<file path="src/rtl/div_share_ctrl_if.sv">
`default_nettype none
// ============================================================================
// Module   : div_share_ctrl_if
// Brief    : Requester, result and statistics signals of the shared divider
//            controller, with master (requester/consumer) and slave
//            (controller) views.
// Revision : 1.0
// ============================================================================
interface div_share_ctrl_if #(
    parameter int N  = 8,
    parameter int CW = 16
);
    logic          a_valid;
    logic          a_ready;
    logic [N-1:0]  a_dividend;
    logic [N-1:0]  a_divisor;
    logic          b_valid;
    logic          b_ready;
    logic [N-1:0]  b_dividend;
    logic [N-1:0]  b_divisor;
    logic          res_valid;
    logic          res_ready;
    logic          res_id;
    logic [N-1:0]  res_quotient;
    logic [N-1:0]  res_remainder;
    logic          res_div0;
    logic          busy;
    logic [CW-1:0] op_count;
    logic [CW-1:0] div0_count;

    modport slave (
        input  a_valid, a_dividend, a_divisor,
        input  b_valid, b_dividend, b_divisor,
        input  res_ready,
        output a_ready, b_ready,
        output res_valid, res_id, res_quotient, res_remainder, res_div0,
        output busy, op_count, div0_count
    );

    modport master (
        output a_valid, a_dividend, a_divisor,
        output b_valid, b_dividend, b_divisor,
        output res_ready,
        input  a_ready, b_ready,
        input  res_valid, res_id, res_quotient, res_remainder, res_div0,
        input  busy, op_count, div0_count
    );
endinterface
`default_nettype wire

</file>
<file path="src/rtl/div_share_ctrl.sv">
`default_nettype none
// ============================================================================
// Module   : divisor_nbit / div_share_ctrl
// Brief    : Combinational unsigned N-bit divider, and a two-requester
//            round-robin controller that feeds it from registered operands
//            and returns a tagged result over a valid/ready channel.
// Revision : 1.0
// ============================================================================
module divisor_nbit #(
    parameter int N = 8
) (
    input  logic [N-1:0] dividend,
    input  logic [N-1:0] divisor,
    output logic [N-1:0] quotient,
    output logic [N-1:0] remainder
);
    // Divide by zero yields zero quotient and remainder
    always_comb begin
        quotient  = '0;
        remainder = '0;
        if (divisor != '0) begin
            quotient  = dividend / divisor;
            remainder = dividend % divisor;
        end
    end
endmodule

module div_share_ctrl #(
    parameter int N  = 8,
    parameter int CW = 16
) (
    input  logic             clk,
    input  logic             rst_n,
    div_share_ctrl_if.slave  bus
);
    typedef enum logic [1:0] {
        IDLE = 2'd0,
        EXEC = 2'd1,
        RESP = 2'd2
    } state_t;

    state_t        state;
    state_t        state_next;
    logic          rr_ptr;        // requester preferred on a tie: 0 = A, 1 = B
    logic          cur_id;
    logic [N-1:0]  op_dividend;
    logic [N-1:0]  op_divisor;
    logic [N-1:0]  div_quotient;
    logic [N-1:0]  div_remainder;
    logic          grant_a;
    logic          grant_b;
    logic          a_rdy;
    logic          b_rdy;
    logic          res_id_q;
    logic [N-1:0]  res_quotient_q;
    logic [N-1:0]  res_remainder_q;
    logic          res_div0_q;
    logic [CW-1:0] op_count_q;
    logic [CW-1:0] div0_count_q;

    // The divider only ever sees the registered operands
    divisor_nbit #(.N(N)) u_div (
        .dividend  (op_dividend),
        .divisor   (op_divisor),
        .quotient  (div_quotient),
        .remainder (div_remainder)
    );

    // Round-robin grant: a lone requester wins, a tie goes to rr_ptr
    always_comb begin
        grant_a = bus.a_valid && (!bus.b_valid || !rr_ptr);
        grant_b = bus.b_valid && (!bus.a_valid ||  rr_ptr);
    end

    // State register
    always_ff @(posedge clk or negedge rst_n) begin
        if (!rst_n) state <= IDLE;
        else        state <= state_next;
    end

    // Next-state and handshake outputs; grants are offered only in IDLE
    always_comb begin
        state_next = state;
        a_rdy      = 1'b0;
        b_rdy      = 1'b0;
        case (state)
            IDLE: begin
                a_rdy = grant_a;
                b_rdy = grant_b;
                if (grant_a || grant_b) state_next = EXEC;
            end
            EXEC: state_next = RESP;
            RESP: if (bus.res_ready) state_next = IDLE;
            default: state_next = IDLE;
        endcase
    end

    // Operand capture and round-robin pointer update on accept
    always_ff @(posedge clk or negedge rst_n) begin
        if (!rst_n) begin
            op_dividend <= '0;
            op_divisor  <= '0;
            cur_id      <= 1'b0;
            rr_ptr      <= 1'b0;
        end else if (a_rdy) begin
            op_dividend <= bus.a_dividend;
            op_divisor  <= bus.a_divisor;
            cur_id      <= 1'b0;
            rr_ptr      <= 1'b1;
        end else if (b_rdy) begin
            op_dividend <= bus.b_dividend;
            op_divisor  <= bus.b_divisor;
            cur_id      <= 1'b1;
            rr_ptr      <= 1'b0;
        end
    end

    // Result capture at the end of EXEC; held through RESP
    always_ff @(posedge clk or negedge rst_n) begin
        if (!rst_n) begin
            res_id_q        <= 1'b0;
            res_quotient_q  <= '0;
            res_remainder_q <= '0;
            res_div0_q      <= 1'b0;
        end else if (state == EXEC) begin
            res_id_q        <= cur_id;
            res_quotient_q  <= div_quotient;
            res_remainder_q <= div_remainder;
            res_div0_q      <= (op_divisor == '0);
        end
    end

    // Completion statistics, counted when the consumer takes the result
    always_ff @(posedge clk or negedge rst_n) begin
        if (!rst_n) begin
            op_count_q   <= '0;
            div0_count_q <= '0;
        end else if (state == RESP && bus.res_ready) begin
            op_count_q <= op_count_q + CW'(1);
            if (res_div0_q) div0_count_q <= div0_count_q + CW'(1);
        end
    end

    assign bus.a_ready       = a_rdy;
    assign bus.b_ready       = b_rdy;
    assign bus.res_valid     = (state == RESP);
    assign bus.busy          = (state != IDLE);
    assign bus.res_id        = res_id_q;
    assign bus.res_quotient  = res_quotient_q;
    assign bus.res_remainder = res_remainder_q;
    assign bus.res_div0      = res_div0_q;
    assign bus.op_count      = op_count_q;
    assign bus.div0_count    = div0_count_q;
endmodule
`default_nettype wire

</file>
<file path="src/flat_wrapper.sv">
// flat-port wrapper written by rule: the top's interface ports become plain ports
module div_share_ctrl_flat 
#(
    parameter int N  = 8,
    parameter int CW = 16
)
  (clk, rst_n, bus_a_valid, bus_a_dividend, bus_a_divisor, bus_b_valid, bus_b_dividend, bus_b_divisor, bus_res_ready, bus_a_ready, bus_b_ready, bus_res_valid, bus_res_id, bus_res_quotient, bus_res_remainder, bus_res_div0, bus_busy, bus_op_count, bus_div0_count);
  div_share_ctrl_if #(.N(N), .CW(CW)) bus_i ();
  input  logic clk;
  input  logic rst_n;
  input wire logic [$bits(bus_i.a_valid)-1:0] bus_a_valid;
  input wire logic [$bits(bus_i.a_dividend)-1:0] bus_a_dividend;
  input wire logic [$bits(bus_i.a_divisor)-1:0] bus_a_divisor;
  input wire logic [$bits(bus_i.b_valid)-1:0] bus_b_valid;
  input wire logic [$bits(bus_i.b_dividend)-1:0] bus_b_dividend;
  input wire logic [$bits(bus_i.b_divisor)-1:0] bus_b_divisor;
  input wire logic [$bits(bus_i.res_ready)-1:0] bus_res_ready;
  output wire logic [$bits(bus_i.a_ready)-1:0] bus_a_ready;
  output wire logic [$bits(bus_i.b_ready)-1:0] bus_b_ready;
  output wire logic [$bits(bus_i.res_valid)-1:0] bus_res_valid;
  output wire logic [$bits(bus_i.res_id)-1:0] bus_res_id;
  output wire logic [$bits(bus_i.res_quotient)-1:0] bus_res_quotient;
  output wire logic [$bits(bus_i.res_remainder)-1:0] bus_res_remainder;
  output wire logic [$bits(bus_i.res_div0)-1:0] bus_res_div0;
  output wire logic [$bits(bus_i.busy)-1:0] bus_busy;
  output wire logic [$bits(bus_i.op_count)-1:0] bus_op_count;
  output wire logic [$bits(bus_i.div0_count)-1:0] bus_div0_count;
  assign bus_i.a_valid = bus_a_valid;
  assign bus_i.a_dividend = bus_a_dividend;
  assign bus_i.a_divisor = bus_a_divisor;
  assign bus_i.b_valid = bus_b_valid;
  assign bus_i.b_dividend = bus_b_dividend;
  assign bus_i.b_divisor = bus_b_divisor;
  assign bus_i.res_ready = bus_res_ready;
  assign bus_a_ready = bus_i.a_ready;
  assign bus_b_ready = bus_i.b_ready;
  assign bus_res_valid = bus_i.res_valid;
  assign bus_res_id = bus_i.res_id;
  assign bus_res_quotient = bus_i.res_quotient;
  assign bus_res_remainder = bus_i.res_remainder;
  assign bus_res_div0 = bus_i.res_div0;
  assign bus_busy = bus_i.busy;
  assign bus_op_count = bus_i.op_count;
  assign bus_div0_count = bus_i.div0_count;
  div_share_ctrl #(.N(N), .CW(CW)) u_core (.clk(clk), .rst_n(rst_n), .bus(bus_i));
endmodule
</file>
<file path="config.mk">
export PLATFORM = sky130hd
export DESIGN_NAME = div_share_ctrl_flat
export DESIGN_NICKNAME = d
export VERILOG_FILES = /design/src/rtl/div_share_ctrl_if.sv /design/src/rtl/div_share_ctrl.sv /design/src/flat_wrapper.sv
export SDC_FILE = /design/constraint.sdc
export NUM_CORES = 1
export LEC_CHECK = 0
export CORE_ASPECT_RATIO = 1.2
export CORE_UTILIZATION = 52
export DETAILED_ROUTE_END_ITERATION = 7
export HOLD_SLACK_MARGIN = 0.05
export PLACE_DENSITY = 0.87
export SKIP_CTS_REPAIR_TIMING = 1
export SLEW_MARGIN = 10
export SYNTH_ARGS = -nofsm -noshare
export SYNTH_HDL_FRONTEND = slang
export SYNTH_SLANG_ARGS = --single-unit
</file>
<file path="constraint.sdc">
create_clock -name clk -period 28.5 [get_ports clk]
set_input_delay 5.7 -clock clk [delete_from_list [all_inputs] [get_ports clk]]
set_output_delay 5.7 -clock clk [all_outputs]
set_load 0.02 [all_outputs]
</file>
==> impl_metrics.py <==
metrics = {
    "run_status": {
        "status": "complete, no violations",
    },
    "clocking": {
        "cts_made_buffers": 9,
        "clk_pin_slew_worst_paths_ps": 80,
        "clkSinkCount": 70,
        "htreeDepth": 3,
        "cts_max_path_buffers": 2,
        "clock_latency_ps": 360,
        "cts_tree": "yes",
        "cts_root_buf": "clkbuf_8",
    },
    "worst_setup_path": {
        "worst-r2r-setup-slack_ps": 15140,
        "rr_startpoint": "u_core.op_divisor[7]",
        "crit_type": "reg -> reg",
        "cp-start-kind": "register",
        "critPathMaxFanout": 13,
        "cp.required_ps": 28730,
        "slowest_delay_ps": 610,
        "crit_path_top_delay_cell": "a41oi_1",
        "reg2reg_depth": 47,
        "arrival_ps": 13590,
        "r2r_end": "u_core.bus.res_remainder[4]",
        "worst_path_most_repeated_cell": "ha_1",
        "endpoint_kind": "register",
    },
    "timing": {
        "rsz0062_at_grt": "false",
        "drv_slew": 0,
        "slew_headroom_pct": 19.0,
        "clock_skew_ps": 12.8,
        "setup_viol": 0,
        "fmax_ghz": 0.0749,
        "final.min_clock_period_ps": 13360,
        "setup_tns_ps": 0,
        "fin_ws_ps": 15140,
        "fin_crit_sh_pct": 46.9,
        "worstMarginPinSlew_ps": 1210,
        "finalHoldViolCount": 0,
    },
    "die": {
        "num_rows": 37,
        "fp.dieW_um": 89.2,
        "start_util_pct": 54.5,
        "num_io_pins": 91,
        "die_h_um": 107,
        "dieArea_mm2": 0.00950,
        "core_area_mm2": 0.00870,
    },
    "route": {
        "drtIter0Drc": 297,
        "num_vias": 4337,
        "drt-pass1-iter-count": 6,
        "via_per_inst": 6.02,
        "drc": 0,
        "drt-total-wl_mm": 11.6,
        "routedWlPerCell_um": 16.1,
        "antenna_left": 0,
    },
    "place": {
        "dp_hpwl_mm": 8.90,
        "port_buffers": 90,
        "preCtsSetupSlack_ps": 15510,
        "placed_cells": 705,
        "gp_congestion": 0.894,
    },
    "finish": {
        "layout_common_cells": "89 x clkdlybuf4s50_1, 70 x dfrtp_1, 56 x nand2_1",
        "layoutNonFillerInstCount": 720,
        "diodes": 0,
        "area_delta_synth_final_pct": 25.0,
        "finalNetCount": 676,
        "drive_above_1_share_pct": 6.97,
        "fill_cells": 670,
        "layout_commonest_cell": "clkdlybuf4s50_1",
    },
    "min_path": {
        "holdCritPathClass": "reg -> reg",
        "min_delay_path_depth": 1,
        "hold_end": "u_core.bus.div0_count[15]",
        "holdCritStartpoint": "u_core.bus.div0_count[15]",
    },
    "synthesis": {
        "ys_ff_latch": 70,
        "synth_ff_type": "dfrtp_1",
        "ys_warn_count": 0,
        "ys_types": 65,
        "ys_seq_area_share_pct": 37.0,
        "synth_nets": 587,
        "synthCells": 510,
        "synthArstFlopShare_pct": 100,
        "syn_area_mm2": 0.00474,
        "synth_edf_count": 0,
        "postSynthAreaPerCell_um2": 9.29,
    },
    "global_route": {
        "grt_max_degree": 71,
        "grt_pass1_wl_mm": 19.4,
        "grt_pass1_vias": 4408,
        "overflow": 0,
        "gr-usage-all-layers_pct": 26.0,
        "antenna_found_initial": 0,
    },
    "flow_run": {
        "drv_cap": 0,
    },
}
## state kept, by name, summed over array words and instances (netlist names)
| signal | cells |
|---|---|
| u_core.rr_ptr | 1 |
| u_core.bus.res_quotient | 8 |
| u_core.bus.res_div0 | 1 |
| u_core.bus.res_id | 1 |
| u_core.state | 2 |
| u_core.cur_id | 1 |
| u_core.bus.div0_count | 16 |
| u_core.bus.op_count | 16 |
| u_core.bus.res_remainder | 8 |
| u_core.op_dividend | 8 |
| u_core.op_divisor | 8 |
## final cells by class
class / instances / area (um^2) / share of cell area [%]
Sequential cell: 70 / 1750 / 29.6
Multi-Input combinational cell: 381 / 2750 / 46.4
Inverter: 43 / 161 / 2.72
Clock buffer: 11 / 141 / 2.39
Timing Repair Buffer: 94 / 926 / 15.6
Clock inverter: 4 / 47.5 / 0.803
Tap cell: 117 / 146 / 2.47
## cell usage after synthesis (all sizes together), types with 4 or more instances
cell type | instances | area, um^2
nor2b | 7 | 43.8
o211ai | 5 | 42.5
nand2 | 56 | 210
nand3 | 15 | 75.1
mux2 | 6 | 71.3
inv | 43 | 161
dfrtp | 70 | 1750
clkbuf | 13 | 48.8
or3 | 7 | 48.8
xor2 | 14 | 123
o21a | 12 | 90.1
a21o | 4 | 31.3
nor3 | 18 | 90.1
o31ai | 5 | 37.5
xnor2 | 28 | 245
a222oi | 16 | 160
nand4 | 7 | 43.8
a21oi | 25 | 136
nand2b | 5 | 31.3
o21ai | 22 | 110
and3 | 8 | 55.1
ha | 39 | 488
or2 | 4 | 25.0
nor2 | 25 | 93.8
## how the worst max path moves through the flow
stage	startpoint	cells past startpoint	to	slack, ps
final	u_core.op_divisor[7]	47	u_core.bus.res_remainder[4]	15140
after detailed placement	bus_a_valid	5	bus_a_ready	15510
after floorplan	bus_b_valid	3	bus_b_ready	16240
after global placement	bus_b_valid	5	bus_b_ready	15560
after global routing	u_core.op_divisor[7]	47	u_core.bus.res_remainder[4]	14210
after CTS	u_core.op_divisor[7]	47	u_core.bus.res_remainder[4]	15450
## logic make-up after synthesis
logic type               synth area share [%]
flip-flops                               37.0
XOR/XNOR                                 7.76
multiplexers                             2.14
AO/OA/AOI/OAI                            19.7
buffers and inverters                    5.02
adder cells (fa/ha/maj)                  10.7
AND/OR/NAND/NOR                          17.7
## worst max-delay path: cells and delay by family, from the launching register on
kind                       cells  cell delay (ps)
muxes                          1              430
AOI/OAI and AO/OA             24             6150
buffers and inverters          2              190
adders and majority gates      7             2140
DFF                            1              520
and+or+nand+nor               13             3810
## per-stage QoR
stage | instance area, um^2 | utilization (%) | hold slack [ps]
after global routing | 5920 | 68.1 | 493
after floorplan | 4740 | - | 439
after CTS | 5920 | 68.1 | 478
after global placement | 5740 | 65.9 | 458
final | 5920 | 68.1 | 473
after detailed placement | 5740 | 65.9 | 462
## routing by layer
| metal | GRT usage (%) | vias to the layer above | part of all wire (%) |
|---|---|---|---|
| met1 | 29.1 | 2090 | 40 |
| li1 | - | 2037 | - |
| met3 | 5.39 | 35 | 5.4 |
| met4 | 11.7 | 0 | 3.3 |
| met2 | 46.5 | 175 | 51 |
| met5 | 0 | - | 0 |
Power is left out: the tool's default activity adds up to more than one toggle a clock period on the data nets, which glitch-free logic cannot reach.
